### src/rtl/micro_waves_pkg.sv
// Shared types and helpers for the microwave keypad path: FSM state
// encoding, digit/key widths and the one-hot key decode helpers.
package micro_waves_pkg;

    localparam int BCD_W = 4;
    localparam int KEYS  = 10;

    typedef enum logic [1:0] {
        ST_IDLE        = 2'd0,
        ST_DEB_PRESS   = 2'd1,
        ST_HELD        = 2'd2,
        ST_DEB_RELEASE = 2'd3
    } kp_state_t;

    // Index of the set bit of a one-hot key vector, as a BCD digit.
    function automatic logic [BCD_W-1:0] onehot_to_bcd(input logic [KEYS-1:0] oh);
        logic [BCD_W-1:0] bcd;
        bcd = '0;
        for (int i = 0; i < KEYS; i++) begin
            if (oh[i]) bcd = BCD_W'(i);
        end
        return bcd;
    endfunction

    // True when exactly one key line is set.
    function automatic logic is_one_hot(input logic [KEYS-1:0] v);
        int unsigned n;
        n = 0;
        for (int i = 0; i < KEYS; i++) begin
            if (v[i]) n++;
        end
        return (n == 1);
    endfunction

endpackage

### src/rtl/keypad_sync.sv
// Two-flop synchroniser for the raw, asynchronous keypad lines.
module keypad_sync
    import micro_waves_pkg::*;
(
    input  logic            clk,
    input  logic            resetn,
    input  logic [KEYS-1:0] i_async,
    output logic [KEYS-1:0] o_sync
);

    logic [KEYS-1:0] r_meta;
    logic [KEYS-1:0] r_sync;

    // Shift raw key levels through two flops to settle metastability.
    always_ff @(posedge clk or negedge resetn) begin
        if (!resetn) begin
            r_meta <= '0;
            r_sync <= '0;
        end else begin
            r_meta <= i_async;
            r_sync <= r_meta;
        end
    end

    assign o_sync = r_sync;

endmodule

### src/rtl/keypad_entry.sv
// Keypad front end: synchronise, debounce, BCD-encode one key press and
// shift accepted digits into the 3-digit M:ST:SO cook-time entry buffer.
//
// Output handshake: digit/digit_valid is a valid-only stream with no ready.
// digit_valid is high for exactly one cycle per accepted press; digit is
// meaningful on that cycle and then holds the last accepted key until the
// next acceptance. The consumer must take the digit on the pulse cycle.
module keypad_entry
    import micro_waves_pkg::*;
#(
    parameter int DEBOUNCE_CYCLES = 4
) (
    input  logic             clk,
    input  logic             resetn,
    input  logic [KEYS-1:0]  keypad,
    input  logic             clearn,
    input  logic             load_en,
    output logic [BCD_W-1:0] digit,
    output logic             digit_valid,
    output logic             key_error,
    output logic [BCD_W-1:0] min_bcd,
    output logic [BCD_W-1:0] sec_tens_bcd,
    output logic [BCD_W-1:0] sec_ones_bcd,
    output logic [1:0]       dbg_state
);

    localparam int CNT_W = $clog2(DEBOUNCE_CYCLES + 1);
    localparam logic [CNT_W-1:0] CNT_ONE  = CNT_W'(1);
    localparam logic [CNT_W-1:0] CNT_LAST = CNT_W'(DEBOUNCE_CYCLES - 1);

    logic [KEYS-1:0]  w_ks;
    logic             w_accept;
    logic [BCD_W-1:0] w_accept_digit;

    kp_state_t        r_state;
    logic [CNT_W-1:0] r_cnt;
    logic [KEYS-1:0]  r_key;
    logic [BCD_W-1:0] r_digit;
    logic             r_valid;
    logic             r_key_error;
    logic [BCD_W-1:0] r_min;
    logic [BCD_W-1:0] r_tens;
    logic [BCD_W-1:0] r_ones;

    keypad_sync u_sync (
        .clk     (clk),
        .resetn  (resetn),
        .i_async (keypad),
        .o_sync  (w_ks)
    );

    // The latched key has held steady for the full debounce window this cycle.
    assign w_accept       = (r_state == ST_DEB_PRESS) && (w_ks == r_key) && (r_cnt == CNT_LAST);
    assign w_accept_digit = onehot_to_bcd(r_key);

    // Debounce FSM: press qualification, hold without repeat, release qualification.
    always_ff @(posedge clk or negedge resetn) begin
        if (!resetn) begin
            r_state     <= ST_IDLE;
            r_cnt       <= '0;
            r_key       <= '0;
            r_digit     <= '0;
            r_valid     <= 1'b0;
            r_key_error <= 1'b0;
        end else begin
            r_valid <= 1'b0;
            case (r_state)
                ST_IDLE: begin
                    if (is_one_hot(w_ks)) begin
                        r_key       <= w_ks;
                        r_cnt       <= CNT_ONE;
                        r_key_error <= 1'b0;
                        r_state     <= ST_DEB_PRESS;
                    end else begin
                        // Zero keys clears the flag, two or more sets it.
                        r_key_error <= (w_ks != '0);
                    end
                end
                ST_DEB_PRESS: begin
                    if (w_ks != r_key) begin
                        r_cnt   <= '0;
                        r_state <= ST_IDLE;
                    end else if (w_accept) begin
                        r_digit <= w_accept_digit;
                        r_valid <= 1'b1;
                        r_state <= ST_HELD;
                    end else begin
                        r_cnt <= r_cnt + CNT_ONE;
                    end
                end
                ST_HELD: begin
                    // Any held key pattern is ignored until all keys are up.
                    if (w_ks == '0) begin
                        r_cnt   <= CNT_ONE;
                        r_state <= ST_DEB_RELEASE;
                    end
                end
                ST_DEB_RELEASE: begin
                    if (w_ks != '0) begin
                        r_state <= ST_HELD;
                    end else if (r_cnt == CNT_LAST) begin
                        r_cnt   <= '0;
                        r_state <= ST_IDLE;
                    end else begin
                        r_cnt <= r_cnt + CNT_ONE;
                    end
                end
                default: r_state <= ST_IDLE;
            endcase
        end
    end

    // Entry buffer: clear wins over a same-cycle shift of the accepted digit.
    always_ff @(posedge clk or negedge resetn) begin
        if (!resetn) begin
            r_min  <= '0;
            r_tens <= '0;
            r_ones <= '0;
        end else if (!clearn) begin
            r_min  <= '0;
            r_tens <= '0;
            r_ones <= '0;
        end else if (w_accept && load_en) begin
            r_min  <= r_tens;
            r_tens <= r_ones;
            r_ones <= w_accept_digit;
        end
    end

    assign digit        = r_digit;
    assign digit_valid  = r_valid;
    assign key_error    = r_key_error;
    assign min_bcd      = r_min;
    assign sec_tens_bcd = r_tens;
    assign sec_ones_bcd = r_ones;
    assign dbg_state    = r_state;

endmodule

### config.mk
export PLATFORM = sky130hd
export DESIGN_NAME = keypad_entry
export DESIGN_NICKNAME = d
export VERILOG_FILES = /design/src/rtl/micro_waves_pkg.sv /design/src/rtl/keypad_sync.sv /design/src/rtl/keypad_entry.sv
export SDC_FILE = /design/constraint.sdc
export NUM_CORES = 1
export LEC_CHECK = 0
export ABC_AREA = 1
export CAP_MARGIN = 40
export CORE_UTILIZATION = 39
export CTS_CLUSTER_SIZE = 30
export DETAILED_ROUTE_END_ITERATION = 8
export PLACE_DENSITY = 0.58
export SYNTH_ARGS = -nofsm -noshare
export SYNTH_HDL_FRONTEND = slang
export SYNTH_SLANG_ARGS = --single-unit
### constraint.sdc
create_clock -name clk -period 5.6 [get_ports clk]
set_input_delay 1.12 -clock clk [delete_from_list [all_inputs] [get_ports clk]]
set_output_delay 1.12 -clock clk [all_outputs]
set_load 0.1 [all_outputs]
==> run summary, run 1 <==
fillers = 799
Seq cells post-synth = 53
Num CTS Buffers = 5
iteration count of the initial detailed-routing pass = 4
Least-Margin Pin Slew = 0.6636 ns
Leak = 2.118 nW
die area = 0.009143 sq mm
Rel. slew slack = 55.76%
Hold Path Class = flip-flop to flip-flop
Synth-to-Final Area Change = 25.11%
Yosys cell types = 34
WP data required = 5.79 ns
Clock transition at path regs = 0.09 ns
layout cells sized above 1 = 21.77%
crit path buf inv count = 5
Final Hold Vio Count = 0
Final ANT Viol Nets = 0
via/cell ratio = 4.895
CTS max path bufs = 2
# IOs = 34
outcome = finished clean
Root Driver = clkbuf_8
synthesized area per cell = 7.804 sq um
setup_tns = 0 ns
setup violators final = 0
post-route minimum period = 5.157 ns
area of the multi-input gates = 0.001782 sq mm
Crit Reg-Reg Endpoint = r_key[5]
min-delay src = u_sync.r_meta[1]
Critical Path Fanout Max = 20
Buffers on Ports = 33
clk sinks = 53
pre-CTS setup slack = 0.3544 ns
initial antenna violation count = 0
Top cell by count, worst path = nand2_1
H-tree level count = 2
final worst slack = 0.4432 ns
clk_lat worst skew = 0.31 ns
CP arrival = 5.34 ns
Worst Hold End = u_sync.o_sync[1]
# diodes = 0
vias in the first global route = 2862
Max Cap Viol = 0
first-pass GRT wire length = 12.83 mm
Setup crit end kind = flip-flop
die width = 95.62 um
cell area after synthesis = 0.003418 sq mm
drt wl/cell = 11.84 um
fin nets = 523
crit path launch type = flip-flop
fmax = 193.9 MHz
final wirelength = 7.115 mm
flop2flop setup slack = 0.44 ns
Hold-fix buffers, CTS = 0
RSZ-0062 raised after global routing = no
drt first-iter violations = 132
grt ovf = 0
yosys warns = 0
r2r worst-path depth = 34
DRC Markers = 0
hold depth = 0
Detailed Place HPWL = 5.489 mm
Power per Cell Area = 300.6 mW/mm^2
Slew Limit Fails = 0
TritonCTS clock tree = yes
largest net degree at the start of global routing = 54
total number of vias = 2942
gpl congestion = 0.8394
standard-cell rows = 33
GRT Overall Usage = 17.76%
register area = 0.001326 sq mm
CP top delay family = adder cells
syn_nets = 465
peak supply drop = 0.2210 mV
Worst Path Class, Setup = flip-flop to flip-flop
Worst path max stage delay = 0.40 ns
period utilization = 92.09%
R2R Path Start = u_sync.o_sync[0]
Starting Density = 40.98%
Setup Skew = 0.01258 ns
Die Span Y = 95.62 um
CP max-delay cell = dfrtp_1
Core Area = 0.008341 sq mm
register area share after synthesis = 38.80%
Post-Synthesis Cells = 438
-- layout by cell type, fill, tap and decap left out, types with 5 or more instances in the layout --
cell type	Yosys	final
buf_8	0	20
clkbuf_8	0	5
clkdlybuf4s50_1	0	32
dfrtp_1	53	53
ha_1	13	12
inv_1	69	67
nand2_1	98	98
nand2_2	29	29
nand2_4	6	6
nand3_1	45	45
nand3_2	10	10
nand4_1	7	7
nor2_1	22	22
nor3_1	5	5
nor4_1	7	7
o21ai_0	24	24
o21ai_2	10	10
or2_2	6	6
-- power by group --
group          total (mW)  internal [mW]  switching [mW]  leakage [nW]
Combinational       0.531          0.200           0.331          1.39
Sequential          0.500          0.433          0.0668         0.674
Clock               0.255          0.130           0.124        0.0540
Total                1.29          0.764           0.522          2.12
-- cell type report --
class,instances,area share (%)
multi-input combinational,308,41.66
sequential,53,31.01
timing repair buffer,56,15.45
inverter,72,6.378
tap,105,3.072
clock buffer,5,1.609
clock inverter,2,0.8192
-- state kept, by name (all words and copies together) (netlist names) --
signal,count
key_error,1
r_key,10
dbg_state,2
sec_tens_bcd,4
u_sync.o_sync,10
r_cnt,3
digit,4
u_sync.r_meta,10
min_bcd,4
sec_ones_bcd,4
digit_valid,1
-- worst reg2reg max path, delay by kind of cell, from the launching register on --
| family | cells | cell delay [ns] |
|---|---|---|
| AND/OR/NAND/NOR | 19 | 1.75 |
| AO/OA/AOI/OAI | 2 | 0.19 |
| buffers and inverters | 5 | 0.48 |
| adder cells (fa/ha/maj) | 8 | 2.21 |
| flip-flops | 1 | 0.40 |
-- how the worst max path moves through the flow --
stage                                start        to  slack [ns]  cells after the start
after floorplan           u_sync.o_sync[0]  r_key[5]        0.71                     34
after global placement    u_sync.o_sync[0]  r_key[2]        0.45                     34
after detailed placement  u_sync.o_sync[0]  r_key[5]        0.35                     34
after CTS                 u_sync.o_sync[0]  r_key[5]        0.32                     34
after global routing      u_sync.o_sync[0]  r_cnt[0]        0.01                     35
final                     u_sync.o_sync[0]  r_key[5]        0.44                     34
-- per-layer routing --
metal	vias up	share of wire (%)	global-route usage, %
met5	-	0	0
met4	0	0.89	4.229
met3	6	3.1	2.153
met2	57	46	28.99
met1	1363	50	25.02
li1	1516	-	-
-- cells by family after synthesis --
kind of cell    synth area share (%)
simple gates                   38.10
flops                          38.80
compound gates                 8.126
fa+ha+maj                      4.759
buf+inv                        9.444
xor+xnor                      0.7688
-- repair_timing --
item                                    4_1_cts  5_1_grt
buffers inserted                              0        1
resized for setup                             0        3
endpoints found under the setup margin        0       15
-- through the flow --
step | hold slack (ns) | area (sq um) | std cells | utilization (%) | power (mW)
after detailed placement | 0.3356 | 4153 | 593 | 49.79 | 1.037
final | 0.3542 | 4277 | 601 | 51.28 | 1.286
after floorplan | 0.3312 | 3418 | 438 | - | 0.9012
after global routing | 0.3621 | 4277 | 601 | 51.28 | 1.390
after global placement | 0.3325 | 3852 | 573 | 46.19 | 1.005
after CTS | 0.3572 | 4257 | 600 | 51.04 | 1.292
-- synth_stat cells --
cell type,instances,share of area (%)
xnor2_1,1,0.26
nor2_1,22,2.4
xor2_1,2,0.51
nand4_1,7,1.3
o2111ai_1,1,0.26
a22o_1,2,0.51
buf_6,4,1.3
nand4_2,1,0.37
nand2_1,98,11
nor4_1,7,1.3
dfrtp_1,53,39
or2_1,2,0.37
o22ai_1,2,0.37
inv_1,69,7.6
or2_2,6,1.1
nor2_2,4,0.73
o21ai_2,10,2.6
nand3_2,10,2.9
nor3_1,5,0.73
and3_1,1,0.18
inv_4,1,0.18
nand2_4,6,2.0
nand3b_2,1,0.33
nand3_4,3,1.5
ha_1,13,4.8
nand3b_1,1,0.22
buf_2,1,0.15
a21oi_2,1,0.26
a21oi_1,3,0.44
o31ai_1,1,0.22
nand2_2,29,5.3
inv_2,2,0.22
nand3_1,45,6.6
o21ai_0,24,3.5
No activity file was read; power rests on OpenSTA's default activity.
==> run 2, diff against run 1 <==
--- a/config.mk
+++ b/config.mk
@@ -7,10 +7,12 @@
 export LEC_CHECK = 0
 export ABC_AREA = 1
 export CAP_MARGIN = 40
+export CELL_PAD_IN_SITES_DETAIL_PLACEMENT = 0
+export CELL_PAD_IN_SITES_GLOBAL_PLACEMENT = 1
 export CORE_UTILIZATION = 39
 export CTS_CLUSTER_SIZE = 30
 export DETAILED_ROUTE_END_ITERATION = 8
-export PLACE_DENSITY = 0.58
+export PLACE_DENSITY = 0.74
 export SYNTH_ARGS = -nofsm -noshare
 export SYNTH_HDL_FRONTEND = slang
 export SYNTH_SLANG_ARGS = --single-unit
==> constraint.sdc (replaced) <==
create_clock -name clk -period 5.6 [get_ports clk]
set_input_delay 0.84 -clock clk [delete_from_list [all_inputs] [get_ports clk]]
set_output_delay 0.84 -clock clk [all_outputs]
set_load 0.1 [all_outputs]
==> run 2 against run 1 <==
  * Sequential share of layout area shrank 0.22 points
  * Critical path depth is the same
  * Worst hold slack gained 0.0010 ns
  * First-iteration DRC count shrank 20%
  * Cell area grew 0.70%
  * Largest cell class unchanged
  * Largest power group unchanged
==> run summary, run 2 (synthesis gave the netlist of run 1 again) <==
register share of total power = 38.3% (-0.6 points)
final wirelength = 7.304 mm (+2.7%)
via/cell ratio = 4.813 (-1.7%)
standard-cell rows = 33 (unchanged)
Least-Margin Pin Slew = 0.6784 ns (+0.01486 ns)
setup_tns = 0 ns (unchanged)
period utilization = 91.67% (-0.41 points)
Worst path max stage delay = 0.41 ns (about the same)
P_sw = 532.9 uW (+2.1%)
drt wl/cell = 12.11 um (+2.3%)
CP arrival = 5.33 ns (about the same)
CTS max path bufs = 2 (unchanged)
Pwr Total = 1.304 mW (+1.5%)
die width = 95.62 um (unchanged)
# diodes = 0 (unchanged)
Hold Path Class = flip-flop to flip-flop
initial antenna violation count = 0 (unchanged)
Setup Skew = 0.01119 ns (-0.001382 ns)
dpl cells = 593 (unchanged)
WP data required = 5.80 ns (about the same)
Final ANT Viol Nets = 0 (unchanged)
Buffers on Ports = 33 (unchanged)
internal portion of total power = 771.4 uW (+1.0%)
Die Span Y = 95.62 um (unchanged)
Root Driver = clkbuf_8
Hold-fix buffers, CTS = 0 (unchanged)
iteration count of the initial detailed-routing pass = 5 (+1)
WHS = 0.3553 ns (+0.001024 ns)
Clock transition at path regs = 0.10 ns (about the same)
commonest non-fill, non-tap cell in the layout = nand2_1
DRC Markers = 0 (unchanged)
GRT Overall Usage = 17.78% (about the same)
first-pass GRT wire length = 12.83 mm (about the same)
H-tree level count = 2 (unchanged)
Synth-to-Final Area Change = 25.99%
Sw Ratio = 40.86% (+0.25 points)
Clk pwr share = 20.9% (+1.1 points)
total number of vias = 2902 (-1.4%)
Worst Path Class, Setup = flip-flop to flip-flop
Max Cap Viol = 0 (unchanged)
Finished Layout Cells = 603 (+0.33%)
layout cells sized above 1 = 22.49% (+0.72 points)
CP max-delay cell = dfrtp_1
fin nets = 524 (+0.19%)
Critical Path Fanout Max = 20 (unchanged)
Starting Density = 40.98% (unchanged)
commonest non-fill, non-tap cells in the layout = nand2_1 (98), inv_1 (67), dfrtp_1 (53)
gpl congestion = 0.9097 (+8.4%)
crit path launch type = flip-flop
Slew Limit Fails = 0 (unchanged)
Detailed Place HPWL = 5.830 mm (+6.2%)
Leak = 2.128 nW (+0.48%)
Power per Cell Area = 302.9 mW/mm^2 (+0.75%)
Num CTS Buffers = 5 (unchanged)
Setup crit end kind = flip-flop
Core Area = 0.008341 sq mm (unchanged)
post-route minimum period = 5.134 ns (-0.02305 ns)
outcome = finished clean
die area = 0.009143 sq mm (unchanged)
clk sinks = 53 (unchanged)
grt ovf = 0 (unchanged)
peak supply drop = 0.1719 mV (-22%)
setup violators final = 0 (unchanged)
largest net degree at the start of global routing = 54 (unchanged)
fmax = 194.8 MHz (+0.45%)
Rel. slew slack = 54.35% (-1.4 points)
drt first-iter violations = 105 (-20%)
Final Hold Vio Count = 0 (unchanged)
TritonCTS clock tree = yes
clk_lat worst skew = 0.31 ns (about the same)
vias in the first global route = 2824 (-1.3%)
Top cell by count, worst path = nand2_1
# IOs = 34 (unchanged)
Gate power share = 40.8% (-0.5 points)
run 2: cell types whose count changed in the layout (fill, tap and decap cells not counted), sizes merged:
| cell | previous run | this run |
|---|---|---|
| inv | 72 | 73 |
| buf | 24 | 25 |
run 2: worst paths after layout:
path,startpoint,endpoint,slack (ns),cells after the start
max reg2reg,u_sync.o_sync[1],r_key[6],0.47,34
max,u_sync.o_sync[1],r_key[6],0.47,34
min reg2reg,u_sync.r_meta[5],u_sync.o_sync[5],0.36,0
min in group asynchronous,resetn,r_cnt[1],0.61,2
max in group asynchronous,resetn,r_key[5],4.52,2
min,u_sync.r_meta[5],u_sync.o_sync[5],0.36,0
run 2: timing repair:
action	CTS	global route
resized for setup	0	5
hold endpoints to repair	0	0
setup endpoints to repair	0	16
setup buffers	0	2
run 2: routing by layer:
layer	wire length, um	up-vias	global-route usage [%]
li1	-	1528	-
met1	3649	1326	24.23
met2	3380	40	29.29
met3	180	8	2.871
met4	93	0	4.602
met5	0	-	0
run 2: power groups by stage:
| stage | Clock, mW | Sequential, mW | Combinational (mW) |
|---|---|---|---|
| global placement | 0 | 0.507 | 0.507 |
| CTS | 0.281 | 0.499 | 0.534 |
| finish | 0.272 | 0.499 | 0.533 |
| global route | 0.296 | 0.508 | 0.606 |
| detailed placement | 0 | 0.505 | 0.532 |
| floorplan | 0 | 0.537 | 0.364 |
run 2: worst max-delay path: cells and delay by family, from the launching register on:
kind,cells,cell delay (ns)
compound gates,2,0.19
fa+ha+maj,8,2.20
flops,1,0.41
buf+inv,5,0.48
simple gates,19,1.76
run 2: cell type report:
type | count | area (sq um)
timing repair buffer | 57 | 668.1
tap | 105 | 131.4
sequential | 53 | 1326
clock inverter | 3 | 50.05
fill | 817 | 4034
multi-input combinational | 308 | 1789
inverter | 72 | 272.8
clock buffer | 5 | 68.82
run 2: metrics by stage:
| stage | area, sq um | setup WS [ns] | utilization [%] |
|---|---|---|---|
| floorplan | 3418 | 0.7052 | - |
| global route | 4307 | -0.002150 | 51.64 |
| finish | 4307 | 0.4662 | 51.64 |
| CTS | 4272 | 0.3044 | 51.22 |
| global placement | 3852 | 0.4113 | 46.19 |
| detailed placement | 4153 | 0.3499 | 49.79 |
==> run 3, diff against run 2 <==
--- a/config.mk
+++ b/config.mk
@@ -9,10 +9,11 @@
 export CAP_MARGIN = 40
 export CELL_PAD_IN_SITES_DETAIL_PLACEMENT = 0
 export CELL_PAD_IN_SITES_GLOBAL_PLACEMENT = 1
-export CORE_UTILIZATION = 39
+export CORE_UTILIZATION = 43
 export CTS_CLUSTER_SIZE = 30
 export DETAILED_ROUTE_END_ITERATION = 8
-export PLACE_DENSITY = 0.74
+export GPL_TIMING_DRIVEN = 0
+export PLACE_DENSITY = 0.81
 export SYNTH_ARGS = -nofsm -noshare
 export SYNTH_HDL_FRONTEND = slang
 export SYNTH_SLANG_ARGS = --single-unit
==> run 3 against run 2 <==
  * Worst hold slack improved by 0.0031 ns
  * Sequential power down 1%
  * Core utilization grew 5.4 points
  * Via count up 3.7%
  * Clock skew increased by 0.0011 ns
  * Largest power group unchanged
  * First-iteration DRC count fell by 24%
  * Non-clock buffer count rose by 8
  * Wire length rose by 2.3%
  * Sequential share of layout area is 0.71 points lower
  * Die area fell by 9.1%
==> run summary, run 3 (synthesis gave the netlist of run 1 again) <==
outcome = finished clean
largest net degree at the start of global routing = 37 (-31%)
peak supply drop = 0.1455 mV (-15%)
post-route minimum period = 5.197 ns (+0.06366 ns)
layout cells sized above 1 = 24.31% (+1.8 points)
Setup Skew = 0.01231 ns (+0.001116 ns)
die area = 0.008310 sq mm (-9.1%)
grt ovf = 0 (unchanged)
crit path buf inv count = 5 (unchanged)
register area = 0.001326 sq mm (unchanged)
area of the multi-input gates = 0.001821 sq mm (+1.7%)
Root Driver = clkbuf_8
Critical Path Fanout Max = 5 (-75%)
clk_lat worst skew = 0.32 ns (about the same)
Clk pwr share = 18.4% (-2.5 points)
DRC Markers = 0 (unchanged)
Starting Density = 44.24% (+3.3 points)
Slew Limit Fails = 0 (unchanged)
Leak = 2.173 nW (+2.1%)
commonest non-fill, non-tap cells in the layout = nand2_1 (94), inv_1 (67), dfrtp_1 (53)
Worst Path Class, Setup = flip-flop to flip-flop
setup violators final = 0 (unchanged)
Setup crit end kind = flip-flop
Least-Margin Pin Slew = 0.7340 ns (+0.05556 ns)
Buffers on Ports = 33 (unchanged)
dpl cells = 594 (+0.17%)
fin nets = 532 (+1.5%)
Finished Layout Cells = 608 (+0.83%)
final instance area = 0.004408 sq mm (+2.4%)
Rel. slew slack = 50.62% (-3.7 points)
initial antenna violation count = 0 (unchanged)
clk sinks = 53 (unchanged)
Final Hold Vio Count = 0 (unchanged)
Worst path max stage delay = 0.41 ns (about the same)
fillers = 728 (-11%)
Final ANT Viol Nets = 0 (unchanged)
cell count along the critical path = 34 (unchanged)
CP arrival = 5.41 ns (+0.08 ns)
period utilization = 92.81% (+1.1 points)
CP top delay family = adder cells
final wirelength = 7.470 mm (+2.3%)
total number of vias = 3010 (+3.7%)
DP Area = 0.004192 sq mm (+0.93%)
via/cell ratio = 4.951 (+2.9%)
Core Area = 0.007727 sq mm (-7.4%)
internal portion of total power = 754.3 uW (-2.2%)
commonest non-fill, non-tap cell in the layout = nand2_1
gpl congestion = 0.8159 (-10%)
GRT Overall Usage = 19.31% (+1.5 points)
Synth-to-Final Area Change = 28.95%
r2r worst-path depth = 34 (unchanged)
WP data required = 5.81 ns (about the same)
register share of total power = 37.8% (-0.5 points)
first-pass GRT wire length = 12.91 mm (+0.64%)
P_sw = 549.3 uW (+3.1%)
H-tree level count = 2 (unchanged)
TritonCTS clock tree = yes
standard-cell rows = 32 (-3.0%)
Clock transition at path regs = 0.10 ns (about the same)
vias in the first global route = 2892 (+2.4%)
hold depth = 0 (unchanged)
Top cell by count, worst path = nand2_1
Power per Cell Area = 295.7 mW/mm^2 (-2.4%)
Max Cap Viol = 0 (unchanged)
# IOs = 34 (unchanged)
iteration count of the initial detailed-routing pass = 4 (-1)
Sw Ratio = 42.14% (+1.3 points)
Pwr Total = 1.304 mW (about the same)
CTS max path bufs = 2 (unchanged)
drt wl/cell = 12.29 um (+1.4%)
Detailed Place HPWL = 5.823 mm (-0.12%)
crit path launch type = flip-flop
Hold Path Class = flip-flop to flip-flop
die width = 91.16 um (-4.7%)
CP max-delay cell = dfrtp_1
fmax = 192.4 MHz (-1.2%)
Gate power share = 43.8% (+3.0 points)
drt first-iter violations = 80 (-24%)
# diodes = 0 (unchanged)
Num CTS Buffers = 5 (unchanged)
Die Span Y = 91.16 um (-4.7%)
==> run 3: cell count changes in the layout (fill, tap and decap cells not counted), moves of 2 or more <==
| cell | delta |
|---|---|
| nand2_1 | -4 |
| buf_6 | +3 |
| nand2_2 | +4 |
| buf_4 | +2 |
==> run 3: routing by layer <==
layer,part of all wire [%],GRT usage [%],vias up
met5,0,0,-
met4,1.4,5.952,0
met3,2.5,2.848,10
met2,49,32.77,44
met1,47,25.41,1417
li1,-,-,1539
==> run 3: worst paths after layout <==
path	from	endpoint	slack, ns
max	u_sync.o_sync[1]	r_key[3]	0.40
min	u_sync.r_meta[4]	u_sync.o_sync[4]	0.36
max reg2reg	u_sync.o_sync[1]	r_key[3]	0.40
min reg2reg	u_sync.r_meta[4]	u_sync.o_sync[4]	0.36
max in group asynchronous	resetn	u_sync.o_sync[4]	4.61
min in group asynchronous	resetn	r_cnt[1]	0.45
==> run 3: timing repair <==
action	in CTS	in global routing
resized for setup	0	11
hold buffers	0	0
endpoints found under the setup margin	0	16
buffers inserted	0	5
==> run 3: through the flow <==
| stage | setup TNS (ns) | util (%) | hold WS (ns) | worst slack [ns] |
|---|---|---|---|---|
| 4_1_cts | 0 | 55.52 | 0.3594 | 0.1827 |
| 5_1_grt | -0.1835 | 57.04 | 0.3664 | -0.02946 |
| 2_1_floorplan | 0 | - | 0.3312 | 0.7052 |
| 3_5_place_dp | 0 | 54.24 | 0.3347 | 0.2250 |
| 6_report | 0 | 57.04 | 0.3584 | 0.4026 |
| 3_3_place_gp | 0 | 50.16 | 0.3318 | 0.2670 |
==> run 3: final cells by class <==
type / count / area share, %
flip-flops and latches: 53 / 30.09
well taps: 102 / 2.895
inverters: 72 / 6.188
clock buffers: 6 / 1.873
repair buffers: 60 / 16.07
clock inverters: 2 / 0.3690
plain buffers: 5 / 1.221
multi-input cells: 308 / 41.30
==> run 3: power groups by stage <==
stage               Sequential [mW]  Combinational (mW)  Clock, mW
floorplan                     0.537               0.364          0
global placement              0.496               0.516          0
detailed placement            0.498               0.545          0
CTS                           0.492               0.547      0.247
global route                  0.502               0.644      0.258
finish                        0.493               0.571      0.240
